## config.mk

```make
export PLATFORM = sky130hd
export DESIGN_NAME = boot_loader
export DESIGN_NICKNAME = d
export VERILOG_FILES = /design/src/rtl/boot_loader.sv
export SDC_FILE = /design/constraint.sdc
export NUM_CORES = 1
export LEC_CHECK = 0
export CORE_AREA = 5 5 80 82
export CTS_BUF_LIST = sky130_fd_sc_hd__clkbuf_16
export DETAILED_ROUTE_END_ITERATION = 10
export DIE_AREA = 0 0 85 87
export PLACE_DENSITY_LB_ADDON = 0.25
export SYNTH_ARGS = -nofsm -noshare
export SYNTH_HDL_FRONTEND = slang
export SYNTH_SLANG_ARGS = --single-unit
```

## constraint.sdc

```tcl
create_clock -name clk -period 2.1 [get_ports clk]
set_input_delay 0.21 -clock clk [delete_from_list [all_inputs] [get_ports clk]]
set_output_delay 0.21 -clock clk [all_outputs]
set_load 0.005 [all_outputs]
```

## src/rtl/boot_loader.sv

```systemverilog
// rtl/boot_loader.sv - framed byte-stream loader that fills instruction RAM and releases CPU reset
module boot_loader #(
    parameter int DATA_WIDTH = 16,
    parameter int ADDR_WIDTH = 8
) (
    input  logic                  clk,
    input  logic                  rst,
    input  logic                  in_valid,
    input  logic [7:0]            in_data,
    output logic                  in_ready,
    output logic                  mem_we,
    output logic [ADDR_WIDTH-1:0] mem_addr,
    output logic [DATA_WIDTH-1:0] mem_wdata,
    output logic                  cpu_rst,
    output logic                  done,
    output logic                  error
);

    localparam int BPW = DATA_WIDTH / 8;
    localparam int BIW = (BPW > 1) ? $clog2(BPW) : 1;

    typedef enum logic [2:0] {
        S_COUNT = 3'd0,
        S_DATA  = 3'd1,
        S_WRITE = 3'd2,
        S_CSUM  = 3'd3,
        S_DONE  = 3'd4,
        S_ERR   = 3'd5
    } state_t;

    state_t                  state;
    state_t                  state_next;
    logic [7:0]              remaining;
    logic [7:0]              csum;
    logic [BIW-1:0]          byte_idx;
    logic [ADDR_WIDTH-1:0]   addr;
    logic [DATA_WIDTH-1:0]   word;
    logic [DATA_WIDTH-1:0]   word_next;
    logic                    accept;
    logic                    last_byte;

    // in_ready is gated by rst so upstream sees no handshake while reset is held
    assign in_ready  = rst && ((state == S_COUNT) || (state == S_DATA) || (state == S_CSUM));
    assign accept    = in_valid && in_ready;
    assign last_byte = (byte_idx == BIW'(BPW - 1));
    assign word_next = (word << 8) | DATA_WIDTH'(in_data);

    assign done    = (state == S_DONE);
    assign error   = (state == S_ERR);
    assign cpu_rst = (state == S_DONE);

    always_ff @(posedge clk or negedge rst) begin
        if (!rst) begin
            state <= S_COUNT;
        end else begin
            state <= state_next;
        end
    end

    always_comb begin
        state_next = state;
        case (state)
            S_COUNT: begin
                if (accept) begin
                    state_next = (in_data == 8'd0) ? S_CSUM : S_DATA;
                end
            end
            S_DATA: begin
                if (accept && last_byte) begin
                    state_next = S_WRITE;
                end
            end
            S_WRITE: begin
                state_next = (remaining == 8'd1) ? S_CSUM : S_DATA;
            end
            S_CSUM: begin
                if (accept) begin
                    state_next = (in_data == csum) ? S_DONE : S_ERR;
                end
            end
            S_DONE:  state_next = S_DONE;
            S_ERR:   state_next = S_ERR;
            default: state_next = S_COUNT;
        endcase
    end

    always_ff @(posedge clk or negedge rst) begin
        if (!rst) begin
            remaining <= '0;
            csum      <= '0;
            byte_idx  <= '0;
            addr      <= '0;
            word      <= '0;
            mem_we    <= 1'b0;
            mem_addr  <= '0;
            mem_wdata <= '0;
        end else begin
            mem_we <= 1'b0;
            case (state)
                S_COUNT: begin
                    if (accept) begin
                        remaining <= in_data;
                        addr      <= '0;
                        byte_idx  <= '0;
                        csum      <= '0;
                    end
                end
                S_DATA: begin
                    if (accept) begin
                        word <= word_next;
                        csum <= csum ^ in_data;
                        if (last_byte) begin
                            // The write fires from registers during S_WRITE
                            byte_idx  <= '0;
                            mem_we    <= 1'b1;
                            mem_addr  <= addr;
                            mem_wdata <= word_next;
                        end else begin
                            byte_idx <= byte_idx + BIW'(1);
                        end
                    end
                end
                S_WRITE: begin
                    addr      <= addr + ADDR_WIDTH'(1);
                    remaining <= remaining - 8'd1;
                end
                default: ;
            endcase
        end
    end

endmodule

```

==> run metrics <==
setup TNS=0 ns; ys flop type=dfrtp_1; postcts setup bufs=0; Post-Syn Area=2927 um^2; global-route wire length before repair=11,130 um; Power Density=1420 nW/um^2; CTS Buf Count=9; crit start category=input pin; initial antenna violation count=0; Die Area=7395 um^2; RSZ-0062 raised after global routing=false; leakage power=0.001704 uW; WL/cell=15.98 um; Sw Ratio=28.88%; Yosys warnings=0; critical path startpoint=rst; period utilization=92.42%; fmax=515.3 MHz; fraction of layout cells with a size suffix above 1=19.50%; Clock power frac=30.8%; Clock Path Buffers=2; wirelength, routed=6362 um; Cells after Synth=266; Slew headroom=58.39%; Avg Inst Size Synth=11.00 um^2; worst min path class=input pin to async pin; DIE WIDTH=85 um; run status=finished clean; Final setup viols=0; total track usage=19.57%; worst skew pair latency=0.33 ns; # DRC=0; vias in the first global route=2,244; Net Count, Synth=280; Area contributors post-synth=dfrtp_1 (52%), mux2_4 (8.7%), o21ai_0 (4.6%); worst slew pin tran=0.6241 ns; Port Buffers=39; Initial Util=51.57%; # rows=28; height of the die=87 um; num ports=40; n_diodes=0; drt pass-1 iters=4; min Tclk post-route=1.941 ns; top post-synthesis cells by count=dfrtp_1 (61), o21ai_0 (27), nand2_1 (25); reg2reg start=remaining[0]; pin count of the biggest net entering global routing=51; core area=5675 um^2; post-route cell area=3754 um^2; post-detail-place hpwl=4346 um; Vias/cell=5.510; Synth cell types=44; CP Class=input pin to primary output; Sw Pwr=1539 uW; Post-DRT Antenna Nets=0; maxcap violations=0; Clock Skew=0.008098 ns; crit path max fanout=9; Clock transition at path regs=0.05 ns; FFs w/ async S/R, synth=100.0%; DR iter-0 viols=125; Fin. Hold Viols=0; Internal=3789 uW; area post-placement=3410 um^2; post-synth top area cell=dfrtp_1; required time worst endpoint=1.89 ns; Comb pwr share=29.6%; top cell type's share of synthesized area=52.16%; Post-synth EDFFs=0; part of the power in registers=39.6%; Seq/Total Area, Yosys=52.16%; CP Capture Type=primary output; Max IR drop VDD=0.0008256 V; synthesis-to-layout area growth=28.26%; via count=2,193; #FFs+latches synth=61; Root Buffer=clkbuf_16; Overflow after GRT=0; arrival time at the worst endpoint=1.73 ns; cell with the most instances after synthesis=dfrtp_1; fin. max-slew vios=0; CTS tree=done; H-tree Lvls=3; clock sink total=61; gpl congestion=0.8012; fin nets=332
## registers in the layout (all words and copies together), names as in the netlist
register,flops
byte_idx,1
addr,8
mem_we,1
mem_wdata,16
mem_addr,8
remaining,8
word,8
state,3
csum,8
## power by group through the flow
stage	logic (uW)	registers [uW]	clock network, uW
2_1_floorplan	989	2000	0
3_3_place_gp	1540	2090	0
3_5_place_dp	1580	2120	0
4_1_cts	1600	2100	1670
5_1_grt	1750	2200	1720
6_report	1580	2110	1640
## cell families (layout without fill, tap and decap cells)
family	count (synthesis)	after routing	synth area share [%]
compound gates	60	60	12.40
xor+xnor	6	6	1.796
fa+ha+maj	3	3	1.283
buf+inv	25	82	4.873
flops	61	61	52.16
mux	27	27	12.53
simple gates	84	84	14.96
## final timing paths
| kind | depth (start not counted) | to | slack (ns) |
|---|---|---|---|
| setup / recovery | 4 | in_ready | 0.16 |
| hold / removal | 2 | state[2] | 0.31 |
| setup reg to reg | 6 | remaining[6] | 0.35 |
| hold reg to reg | 1 | addr[7] | 0.47 |
| max in group asynchronous | 3 | state[0] | 0.91 |
| min in group clk | 1 | addr[7] | 0.47 |
## critical path, stage by stage
cell and delay, ns:
dlygate4sd3_1 0.56, buf_2 0.22, nor3b_1 0.20, clkdlybuf4s50_1 0.53
## per-layer routing
| metal | GRT usage, % | wire length, um | up-vias |
|---|---|---|---|
| met1 | 25.71 | 2952 | 1075 |
| met4 | 9.065 | 131 | 0 |
| met5 | 0 | 0 | - |
| li1 | - | - | 1050 |
| met2 | 29.87 | 2922 | 58 |
| met3 | 5.866 | 355 | 10 |
## area by class of cell
type	instances	area, um^2
clock buffers	9	225.2
clock inverters	7	106.4
fillers	439	1922
inverters	13	48.80
multi-input cells	180	1257
flip-flops and latches	61	1529
well taps	75	93.84
repair buffers	53	493.0
## cell usage in the layout (no fill, tap or decap), drive strengths merged, types with 3 or more instances in the layout
cell and instances:
a211oi 3, a21oi 14, a311oi 3, a31oi 3, and3 3, buf 14
bufinv 3, clkbuf 9, clkdlybuf4s50 38, dfrtp 61, ha 3, inv 15
mux2 26, nand2 26, nand3 5, nand4 4, nor2 20, nor2b 4
nor3 10, nor3b 3, o21ai 28, xnor2 4
## what timing repair did
item | 4_1_cts | 5_1_grt
hold buffers | 1 | 0
gates resized for setup | 0 | 2
setup endpoints to repair | 0 | 4
hold endpoints to repair | 11 | 0
## through the flow
stage / setup WS (ns) / cells / hold slack [ns] / util, % / power, uW
after floorplan: 0.5095 / 266 / -0.08559 / - / 2991
after global placement: 0.2125 / 381 / 0.05326 / 60.08 / 3624
after detailed placement: 0.1935 / 381 / 0.05621 / 60.08 / 3693
after CTS: 0.07301 / 398 / 0.3001 / 66.09 / 5369
after global routing: 0.04262 / 398 / 0.3148 / 66.14 / 5667
final: 0.1592 / 398 / 0.3114 / 66.14 / 5328
Note: power is estimated with default switching activity, not from simulation.
